--- config.mk ---
export PLATFORM = sky130hd
export DESIGN_NAME = ihp13_sram_bist_ctrl
export DESIGN_NICKNAME = d
export VERILOG_FILES = /design/src/rtl/ihp13_bist_pkg.sv /design/src/rtl/ihp13_bist_addr_gen.sv /design/src/rtl/ihp13_sram_bist_ctrl.sv
export SDC_FILE = /design/constraint.sdc
export NUM_CORES = 1
export LEC_CHECK = 0
export BUFFER_PORTS_ARGS = -buffer_cell sky130_fd_sc_hd__buf_2
export CORE_ASPECT_RATIO = 0.7
export CORE_MARGIN = 3
export CORE_UTILIZATION = 45
export DETAILED_ROUTE_END_ITERATION = 10
export PLACE_DENSITY = 0.89
export SYNTH_ARGS = -nofsm -noshare
export SYNTH_HDL_FRONTEND = slang
export SYNTH_SLANG_ARGS = --single-unit
--- constraint.sdc ---
create_clock -name clk_i -period 4.45 [get_ports clk_i]
set_input_delay 0.89 -clock clk_i [delete_from_list [all_inputs] [get_ports clk_i]]
set_output_delay 0.89 -clock clk_i [all_outputs]
set_load 0.02 [all_outputs]
--- src/rtl/ihp13_bist_pkg.sv ---
// Shared types and the March C- element table for the SRAM BIST controller.
//   march_elem_e : controller state / current march element
//   op_e         : operation issued to the cut in a given cycle
//   ElemTbl      : per-element sweep direction, read/write polarity, two-op flag
package ihp13_bist_pkg;

  typedef enum logic [3:0] {
    IDLE  = 4'd0,
    M0    = 4'd1,
    M1    = 4'd2,
    M2    = 4'd3,
    M3    = 4'd4,
    M4    = 4'd5,
    M5    = 4'd6,
    DRAIN = 4'd7,
    DONE  = 4'd8
  } march_elem_e;

  typedef enum logic {
    OP_RD = 1'b0,
    OP_WR = 1'b1
  } op_e;

  // down: sweep high->low; rd_inv/wr_inv: compare/write ~B instead of B;
  // two_op: read then write at each address.
  typedef struct packed {
    logic down;
    logic rd_inv;
    logic wr_inv;
    logic two_op;
  } elem_cfg_t;

  localparam elem_cfg_t ElemTbl [16] = '{
    elem_cfg_t'(4'b0000),  // IDLE
    elem_cfg_t'(4'b0000),  // M0 up   w(B)
    elem_cfg_t'(4'b0011),  // M1 up   r(B)  w(~B)
    elem_cfg_t'(4'b0101),  // M2 up   r(~B) w(B)
    elem_cfg_t'(4'b1011),  // M3 down r(B)  w(~B)
    elem_cfg_t'(4'b1101),  // M4 down r(~B) w(B)
    elem_cfg_t'(4'b1000),  // M5 down r(B)
    elem_cfg_t'(4'b0000),  // DRAIN
    elem_cfg_t'(4'b0000),  // DONE
    elem_cfg_t'(4'b0000),
    elem_cfg_t'(4'b0000),
    elem_cfg_t'(4'b0000),
    elem_cfg_t'(4'b0000),
    elem_cfg_t'(4'b0000),
    elem_cfg_t'(4'b0000),
    elem_cfg_t'(4'b0000)
  };

  // True for the states that access the cut.
  function automatic logic elem_active(input march_elem_e e);
    case (e)
      M0, M1, M2, M3, M4, M5: return 1'b1;
      default:                return 1'b0;
    endcase
  endfunction

  // Operation issued in element e; two-op elements read in phase 0, write in phase 1.
  function automatic op_e elem_op(input march_elem_e e, input logic phase);
    if (ElemTbl[e].two_op) return phase ? OP_WR : OP_RD;
    return (e == M0) ? OP_WR : OP_RD;
  endfunction

  // Element following e within one pass; M5 is resolved by the controller.
  function automatic march_elem_e elem_next(input march_elem_e e);
    case (e)
      M0:      return M1;
      M1:      return M2;
      M2:      return M3;
      M3:      return M4;
      M4:      return M5;
      default: return DRAIN;
    endcase
  endfunction

endpackage

--- src/rtl/ihp13_bist_addr_gen.sv ---
// Up/down address counter for the march sweeps.
//   load_i/load_down_i : restart at 0 (up) or NumWords-1 (down), latching direction
//   step_i             : advance one address in the latched direction
//   addr_o             : current address (registered)
//   addr_nxt_c         : address after this edge (combinational)
//   last_c             : current address is the final one of the sweep
module ihp13_bist_addr_gen #(
  parameter int unsigned NumWords  = 256,
  parameter int unsigned AddrWidth = $clog2(NumWords)
) (
  input  logic                 clk_i,
  input  logic                 rst_ni,
  input  logic                 load_i,
  input  logic                 load_down_i,
  input  logic                 step_i,
  output logic [AddrWidth-1:0] addr_o,
  output logic [AddrWidth-1:0] addr_nxt_c,
  output logic                 last_c
);

  localparam logic [AddrWidth-1:0] AddrMax = AddrWidth'(NumWords - 1);

  logic [AddrWidth-1:0] addr_q, addr_d;
  logic                 dir_q, dir_d;

  // Next address / direction.
  always_comb begin
    addr_d = addr_q;
    dir_d  = dir_q;
    if (load_i) begin
      dir_d  = load_down_i;
      addr_d = load_down_i ? AddrMax : '0;
    end else if (step_i) begin
      addr_d = dir_q ? addr_q - AddrWidth'(1) : addr_q + AddrWidth'(1);
    end
  end

  always_ff @(posedge clk_i or negedge rst_ni) begin
    if (!rst_ni) begin
      addr_q <= '0;
      dir_q  <= 1'b0;
    end else begin
      addr_q <= addr_d;
      dir_q  <= dir_d;
    end
  end

  assign addr_o     = addr_q;
  assign addr_nxt_c = addr_d;
  assign last_c     = dir_q ? (addr_q == '0) : (addr_q == AddrMax);

endmodule

--- src/rtl/ihp13_sram_bist_ctrl.sv ---
// March C- BIST initiator for one IHP SG13 single-port SRAM cut.
// Drives the cut's A_BIST_* group, compares A_DOUT one cycle after each read,
// and reports pass/fail, first failing address and a saturating fail count.
// Ports: clk_i/rst_ni; start_i; busy_o/done_o/pass_o/fail_addr_o/fail_cnt_o
// status; bist_{en,men,wen,ren,addr,din,bm}_o to the cut; bist_dout_i from it.
// Optional: IHP13_BIST_CHECKERBOARD_EN adds a second pass with a checkerboard
// background (alternating bits, inverted on odd addresses).
module ihp13_sram_bist_ctrl
  import ihp13_bist_pkg::*;
#(
  parameter int unsigned NumWords     = 256,
  parameter int unsigned DataWidth    = 64,
  parameter int unsigned FailCntWidth = 16,
  parameter int unsigned AddrWidth    = $clog2(NumWords)
) (
  input  logic                    clk_i,
  input  logic                    rst_ni,
  input  logic                    start_i,
  output logic                    busy_o,
  output logic                    done_o,
  output logic                    pass_o,
  output logic [AddrWidth-1:0]    fail_addr_o,
  output logic [FailCntWidth-1:0] fail_cnt_o,
  output logic                    bist_en_o,
  output logic                    bist_men_o,
  output logic                    bist_wen_o,
  output logic                    bist_ren_o,
  output logic [AddrWidth-1:0]    bist_addr_o,
  output logic [DataWidth-1:0]    bist_din_o,
  output logic [DataWidth-1:0]    bist_bm_o,
  input  logic [DataWidth-1:0]    bist_dout_i
);

`ifdef IHP13_BIST_CHECKERBOARD_EN
  localparam bit CbEn = 1'b1;
`else
  localparam bit CbEn = 1'b0;
`endif

  // Background for address a: zeros in pass 1, checkerboard in pass 2.
  function automatic logic [DataWidth-1:0] pattern(input logic [AddrWidth-1:0] a,
                                                   input logic inv, input logic p2);
    logic [DataWidth-1:0] alt, base;
    for (int unsigned i = 0; i < DataWidth; i++) alt[i] = i[0];
    base = p2 ? (a[0] ? alt : ~alt) : '0;
    return inv ? ~base : base;
  endfunction

  march_elem_e             state_q, state_d;
  logic                    phase_q, phase_d;
  logic                    pass2_q, pass2_d;
  logic                    busy_q, busy_d, done_q, done_d, pass_q, pass_d;
  logic [FailCntWidth-1:0] fail_cnt_q, fail_cnt_d;
  logic [AddrWidth-1:0]    fail_addr_q, fail_addr_d;
  logic                    en_q, en_d, men_q, men_d, wen_q, wen_d, ren_q, ren_d;
  logic [DataWidth-1:0]    din_q, din_d, bm_q, bm_d;
  logic                    cmp_valid_q, cmp_valid_d;
  logic [DataWidth-1:0]    exp_q, exp_d;
  logic [AddrWidth-1:0]    cmp_addr_q, cmp_addr_d;

  logic                    load, load_down, step, adv, active;
  op_e                     op;
  logic [AddrWidth-1:0]    addr, addr_nxt_c;
  logic                    last_c;

  ihp13_bist_addr_gen #(
    .NumWords  (NumWords),
    .AddrWidth (AddrWidth)
  ) u_addr_gen (
    .clk_i       (clk_i),
    .rst_ni      (rst_ni),
    .load_i      (load),
    .load_down_i (load_down),
    .step_i      (step),
    .addr_o      (addr),
    .addr_nxt_c  (addr_nxt_c),
    .last_c      (last_c)
  );

  // Next state, compare bookkeeping and next cut-port values.
  always_comb begin
    state_d     = state_q;
    phase_d     = phase_q;
    pass2_d     = pass2_q;
    busy_d      = busy_q;
    done_d      = done_q;
    pass_d      = pass_q;
    fail_cnt_d  = fail_cnt_q;
    fail_addr_d = fail_addr_q;
    load        = 1'b0;
    load_down   = 1'b0;
    step        = 1'b0;
    adv         = 1'b0;

    // Data for the read issued last cycle is on bist_dout_i now.
    if (cmp_valid_q && (bist_dout_i != exp_q)) begin
      if (fail_cnt_q != '1) fail_cnt_d = fail_cnt_q + FailCntWidth'(1);
      if (fail_cnt_q == '0) fail_addr_d = cmp_addr_q;
    end
    cmp_valid_d = ren_q;
    exp_d       = pattern(addr, ElemTbl[state_q].rd_inv, pass2_q);
    cmp_addr_d  = addr;

    case (state_q)
      IDLE, DONE: begin
        if (start_i) begin
          state_d     = M0;
          phase_d     = 1'b0;
          pass2_d     = 1'b0;
          load        = 1'b1;
          busy_d      = 1'b1;
          done_d      = 1'b0;
          pass_d      = 1'b0;
          fail_cnt_d  = '0;
          fail_addr_d = '0;
        end
      end
      M0, M1, M2, M3, M4, M5: begin
        adv = !ElemTbl[state_q].two_op || phase_q;
        if (!adv) begin
          phase_d = 1'b1;
        end else begin
          phase_d = 1'b0;
          if (!last_c) begin
            step = 1'b1;
          end else if (state_q == M5) begin
            if (CbEn && !pass2_q) begin
              state_d = M0;
              pass2_d = 1'b1;
              load    = 1'b1;
            end else begin
              state_d = DRAIN;
            end
          end else begin
            state_d   = elem_next(state_q);
            load      = 1'b1;
            load_down = ElemTbl[state_d].down;
          end
        end
      end
      DRAIN: begin
        state_d = DONE;
        busy_d  = 1'b0;
        done_d  = 1'b1;
        pass_d  = (fail_cnt_d == '0);
      end
      default: state_d = IDLE;
    endcase

    active = elem_active(state_d);
    op     = elem_op(state_d, phase_d);
    en_d   = active || (state_d == DRAIN);
    men_d  = active;
    wen_d  = active && (op == OP_WR);
    ren_d  = active && (op == OP_RD);
    din_d  = wen_d ? pattern(addr_nxt_c, ElemTbl[state_d].wr_inv, pass2_d) : '0;
    bm_d   = busy_d ? '1 : '0;
  end

  always_ff @(posedge clk_i or negedge rst_ni) begin
    if (!rst_ni) begin
      state_q     <= IDLE;
      phase_q     <= 1'b0;
      pass2_q     <= 1'b0;
      busy_q      <= 1'b0;
      done_q      <= 1'b0;
      pass_q      <= 1'b0;
      fail_cnt_q  <= '0;
      fail_addr_q <= '0;
      en_q        <= 1'b0;
      men_q       <= 1'b0;
      wen_q       <= 1'b0;
      ren_q       <= 1'b0;
      din_q       <= '0;
      bm_q        <= '0;
      cmp_valid_q <= 1'b0;
      exp_q       <= '0;
      cmp_addr_q  <= '0;
    end else begin
      state_q     <= state_d;
      phase_q     <= phase_d;
      pass2_q     <= pass2_d;
      busy_q      <= busy_d;
      done_q      <= done_d;
      pass_q      <= pass_d;
      fail_cnt_q  <= fail_cnt_d;
      fail_addr_q <= fail_addr_d;
      en_q        <= en_d;
      men_q       <= men_d;
      wen_q       <= wen_d;
      ren_q       <= ren_d;
      din_q       <= din_d;
      bm_q        <= bm_d;
      cmp_valid_q <= cmp_valid_d;
      exp_q       <= exp_d;
      cmp_addr_q  <= cmp_addr_d;
    end
  end

  assign busy_o      = busy_q;
  assign done_o      = done_q;
  assign pass_o      = pass_q;
  assign fail_addr_o = fail_addr_q;
  assign fail_cnt_o  = fail_cnt_q;
  assign bist_en_o   = en_q;
  assign bist_men_o  = men_q;
  assign bist_wen_o  = wen_q;
  assign bist_ren_o  = ren_q;
  assign bist_addr_o = addr;
  assign bist_din_o  = din_q;
  assign bist_bm_o   = bm_q;

endmodule

==> impl_metrics.ini, run 1 <==
[drt]
avgViaCountPerCell = 5.27
first_pass_iters = 5
routed-via-count = 4010
drt.antenna.violating_nets = 0
drcViolationCount = 0
routed_wl_um = 11200
drt-initial-drc-count = 255
wl_per_cell_um = 14.8

[min_path]
hold_class = flip-flop to flip-flop

[power_and_ir_drop]
p_seq_frac = 0.332
p_comb_frac = 0.392
switchingPower_mw = 1.05
p_clk_frac = 0.276
ir_worst_vdd_mv = 0.480
p_int_mw = 1.65
p_per_area_nw_per_um2 = 513
power.leakage_nw = 2.65
switching_share = 0.389

[yosys]
ys.flop_type = dfrtp_1
yosysSeqAreaShare = 0.319
async_flop_share = 1.00
synth_edf_count = 0
yosys_warnings = 0
synth.distinct_cells = 62
postSynthAreaPerCell_sq_um = 8.83
synthesis.instances = 524
synth_area_sq_um = 4630
ys_ff_latch = 59
syn-num-nets = 600

[placement]
globalplace.congestion = 0.923
port_buffers = 233
post_dp_cell_area_sq_um = 4950
dpl.cell_count = 745
place_hpwl_um = 8570
dpl_worst_slack_ns = 1.10

[global_routing]
grt_pass1_vias = 3571
grt_pass1_wl_um = 18000
grt_max_degree = 62
gr-usage-all-layers = 0.189
grt_antenna_before_repair = 0
grt_overflow = 0

[layout]
nets = 704
drive_above_1_share = 0.431
multi_input_area_sq_um = 2070
n_fill_cell = 873
ff_latch_area_sq_um = 1480
design_area_sq_um = 5280
final_util = 0.536
diodes = 0
post_layout_nonfiller_instances = 761
area_growth_pct = 14.0

[job]
drv_cap = 0

[timing]
worst_slew_pin_slew_ns = 1.16
rsz0062_at_grt = false
drv_slew = 0
layout_min_cycle_time_ns = 3.09
tns_ns = 0
hold_viol = 0
finalWorstSetupSlack_ns = 1.36
fin_skew_ns = 0.00809
max_freq_mhz = 324
fin_crit_sh = 0.694
relSlewSlack = 0.227
setup_viol = 0

[floorplan]
start_util = 0.470
rows = 30
dieArea_sq_um = 11600
ios = 234
core_area_sq_um = 9830
die_w_um = 127
die_height_um = 90.8

[clock_tree]
cts_resized = 0
hold_buffers = 0
clockBufferDepth = 2
cts-root-buf = clkbuf_16
cts_sinks = 59
numCtsBuffers = 9
cts_tree = done
htree_levels = 3
clock_latency_ns = 0.32
post_cts_buffers = 0
cts.clk_slew.worst_paths_ns = 0.05

[critical_path]
start_kind = input pin
crit_path_end_kind = flip-flop
worstPathRequired_ns = 4.70
critPathMaxFanout = 21
arrival_ns = 3.34
critPathKind = input pin to flip-flop

[outcome]
outcome = complete, no violations
## Yosys cell counts (all sizes together), types with 4 or more instances
cell type	count	share of area
buf	131	0.21
dfrtp	59	0.32
nor2	44	0.037
nand2	30	0.024
mux2i	23	0.050
nand3	21	0.023
nand4	21	0.028
or4	17	0.029
o21ai	14	0.015
a21oi	13	0.015
clkbuf	13	0.011
inv	12	0.0097
nor3	12	0.014
xnor2	11	0.021
xor2	11	0.021
or3	10	0.014
ha	8	0.022
nor4	8	0.012
nand2b	6	0.0081
o211ai	6	0.012
and2	4	0.0054
or2	4	0.0054
## sequential cells by signal (all words and copies together) (netlist names), 2 cells and up, named ones only
| signal | cells |
|---|---|
| fail_cnt_o | 16 |
| bist_din_o | 2 |
| state_q | 4 |
| u_addr_gen.addr_o | 8 |
| cmp_addr_q | 8 |
| exp_q | 2 |
| fail_addr_o | 8 |
## per-stage QoR
stage	hold slack, ns	power [mW]
floorplan	0.463	1.68
global placement	0.362	1.91
detailed placement	0.378	1.95
CTS	0.389	2.72
global route	0.400	2.88
finish	0.380	2.71
## area by class of cell
cell class / instances / share of cell area
inverters: 12 / 0.00854
clock inverters: 4 / 0.0138
multi-input cells: 309 / 0.392
clock buffers: 12 / 0.0486
repair buffers: 237 / 0.227
flip-flops and latches: 59 / 0.280
well taps: 128 / 0.0304
## worst max-delay path, cell delays in order
cell	delay (ns)
buf_2	0.11
or4_1	0.54
nor4_2	0.24
o22ai_1	0.12
o41ai_2	0.35
buf_4	0.29
nor2_2	0.15
a211oi_1	0.36
o2111ai_1	0.14
o21ai_1	0.14
## logic make-up (layout without fill, tap and decap cells)
logic type      count (synthesis)  after routing  synth area share
compound gates                 64             64             0.101
fa+ha+maj                       9              9            0.0260
flops                          59             59             0.319
mux                            24             24            0.0522
buf+inv                       156            265             0.235
simple gates                  190            190             0.225
xor+xnor                       22             22            0.0416
## cells in the final DEF (no fill, tap or decap), types with 6 or more instances in the layout
master / count
or4_1: 13
nand3_1: 21
nor2_1: 42
mux2i_1: 23
inv_1: 12
a21oi_1: 12
buf_2: 233
nand2_1: 30
nand4_1: 21
xnor2_1: 11
o21ai_0: 12
ha_1: 8
or3_1: 7
nand2b_1: 6
nor4_1: 7
xor2_1: 11
clkbuf_16: 9
dfrtp_1: 59
nor3_1: 10
## power groups by stage
stage               clock [mW]  combinational, mW  sequential [mW]
finish                   0.746               1.06            0.900
global placement             0               1.01            0.900
CTS                      0.757               1.06            0.901
floorplan                    0              0.733            0.951
detailed placement           0               1.05            0.905
global route             0.786               1.17            0.928
## layer usage
layer / part of all wire / up-vias / global-route usage
met2: 0.48 / 188 / 0.303
met3: 0.079 / 15 / 0.0461
li1: - / 1946 / -
met5: 0 / - / 0
met4: 0.012 / 0 / 0.0491
met1: 0.43 / 1861 / 0.255
## worst paths after layout
path | startpoint | depth (start not counted) | slack, ns | end
max reg2reg | state_q[2] | 8 | 1.55 | bist_din_o[61]
max | bist_dout_i[5] | 10 | 1.36 | pass_o
max in group asynchronous | rst_ni | 2 | 3.09 | done_o
min in group asynchronous | rst_ni | 1 | 0.49 | fail_cnt_o[7]
min | bist_ren_o | 0 | 0.38 | cmp_valid_q
min reg2reg | bist_ren_o | 0 | 0.38 | cmp_valid_q
Note: power is estimated with default switching activity, not from simulation.
==> run 2, diff against run 1 <==
==> constraint.sdc (replaced) <==
create_clock -name clk_i -period 3.2 [get_ports clk_i]
set_input_delay 0.64 -clock clk_i [delete_from_list [all_inputs] [get_ports clk_i]]
set_output_delay 0.64 -clock clk_i [all_outputs]
set_load 0.02 [all_outputs]
==> run 2 against run 1 <==
Core utilization up 0.076 points. Critical endpoint unchanged. Worst hold slack lost 0.13 ns. Die area unchanged. Final cell count rose by 0.53%. Wire length increased by 3.7%. Via count down 0.17%.
==> impl_metrics.ini, run 2 (synthesized netlist as in run 1, its figures left out) <==
[placement]
dpl_worst_slack_ns = 0.114
port_buffers = 233
globalplace.congestion = 0.938
place_hpwl_um = 8760

[timing]
tns_ns = 0
drv_slew = 0
rsz0062_at_grt = false
worst_slew_pin_slew_ns = 0.859
relSlewSlack = 0.424
whs_ns = 0.252
finalWorstSetupSlack_ns = 0.306
hold_viol = 0
max_freq_mhz = 345
fin_skew_ns = 0.00690
fin_crit_sh = 0.905
layout_min_cycle_time_ns = 2.89
setup_viol = 0

[power_and_ir_drop]
ir_worst_vdd_mv = 0.736
finalPower_mw = 3.71
p_per_area_nw_per_um2 = 702
power.leakage_nw = 2.66

[critical_path]
cp_slowest_cell = or4_1
critPathKind = flip-flop to flip-flop
r2r-end = pass_o
worstPathRequired_ns = 3.41
reg2reg_slack_ns = 0.31
crit_path_end_kind = flip-flop
reg2reg_from = exp_q[61]
arrival_ns = 3.10
ff2ff_path_depth = 9
start_kind = flip-flop
cp_slowest_stage_delay_ns = 0.56
critPathMaxFanout = 21
crit_chain = or4_1 > mux2i_1 > nand4_1 > o41ai_2 > buf_4 > nor3_1 > mux2_2 > o211ai_1 > o21ai_1

[layout]
area_growth_pct = 14.2
diodes = 0
layout_common_cells = buf_2, dfrtp_1, nor2_1
n_fill_cell = 911
drive_above_1_share = 0.438
nets = 708
largest_reg_flops = 16
layout_commonest_cell = buf_2

[clock_tree]
post_cts_buffers = 0
htree_levels = 3
cts-root-buf = clkbuf_16
clockBufferDepth = 2
clock_latency_ns = 0.33
cts.clk_slew.worst_paths_ns = 0.06
numCtsBuffers = 9
cts_sinks = 59
cts_tree = done

[drt]
drt-initial-drc-count = 282
routed_wl_um = 11700
drcViolationCount = 0
routed-via-count = 4003
drt.antenna.violating_nets = 0
first_pass_iters = 5
wl_per_cell_um = 15.2
avgViaCountPerCell = 5.23

[floorplan]
start_util = 0.470
die_w_um = 127
die_height_um = 90.8
ios = 234
dieArea_sq_um = 11600
rows = 30
core_area_sq_um = 9830

[job]
drv_cap = 0

[outcome]
outcome = complete, no violations

[global_routing]
grt_overflow = 0
grt_pass1_vias = 3571
grt_max_degree = 66
grt_pass1_wl_um = 18100
grt_antenna_before_repair = 0
gr-usage-all-layers = 0.193

[min_path]
hold_class = input pin to async pin
-- run 2: cell count changes in the layout (fill, tap and decap cells not counted) --
cell        before  now
clkbuf_8         2    0
clkbuf_1         1    0
clkinvlp_4       1    2
clkinv_4         0    1
nor3_2           2    3
nor3_1          10    9
buf_4            4    8
bufinv_16        2    1
inv_6            0    2
-- run 2: metrics by stage --
step / utilization / cells / instance area [sq um]
floorplan: - / 524 / 4630
global placement: 0.506 / 749 / 4980
detailed placement: 0.506 / 749 / 4980
CTS: 0.537 / 765 / 5280
global route: 0.537 / 765 / 5280
finish: 0.537 / 765 / 5280
-- run 2: power breakdown --
part	leakage, nW	switching [mW]	internal, mW
Sequential	0.743	0.262	0.967
Combinational	1.77	0.891	0.620
Clock	0.142	0.361	0.607
-- run 2: worst max-delay path by stage --
| stage | from | to | slack, ns |
|---|---|---|---|
| 6_report | exp_q[61] | pass_o | 0.31 |
| 2_1_floorplan | bist_dout_i[37] | pass_o | 0.44 |
| 3_3_place_gp | bist_dout_i[4] | pass_o | 0.15 |
| 5_1_grt | u_addr_gen.addr_o[1] | bist_din_o[61] | 0.04 |
| 3_5_place_dp | bist_dout_i[44] | pass_o | 0.11 |
| 4_1_cts | fail_cnt_o[0] | pass_o | 0.19 |
-- run 2: per-layer routing --
metal / track usage / up-vias / wire length [um]
li1: - / 1934 / -
met4: 0.0670 / 0 / 229
met5: 0 / - / 0
met3: 0.0420 / 26 / 897
met2: 0.309 / 193 / 5610
met1: 0.256 / 1850 / 4910
-- run 2: cell type report --
class,instances,area (sq um),share of cell area
clock buffers,9,225,0.0426
inverters,12,45.0,0.00853
well taps,128,160,0.0303
clock inverters,7,76.3,0.0144
multi-input cells,309,2070,0.392
repair buffers,241,1230,0.232
flip-flops and latches,59,1480,0.279
-- run 2: what timing repair did --
action / 4_1_cts / 5_1_grt
endpoints found under the hold margin: 0 / 0
hold buffers: 0 / 0
gates resized for setup: 0 / 1
endpoints found under the setup margin: 0 / 1
-- run 2: worst max-delay path, delay by kind of cell (launching register included) --
family	cells	cell delay, ns
and+or+nand+nor	3	0.84
AOI/OAI and AO/OA	3	0.61
muxes	2	0.53
DFF	1	0.50
buffers and inverters	1	0.29
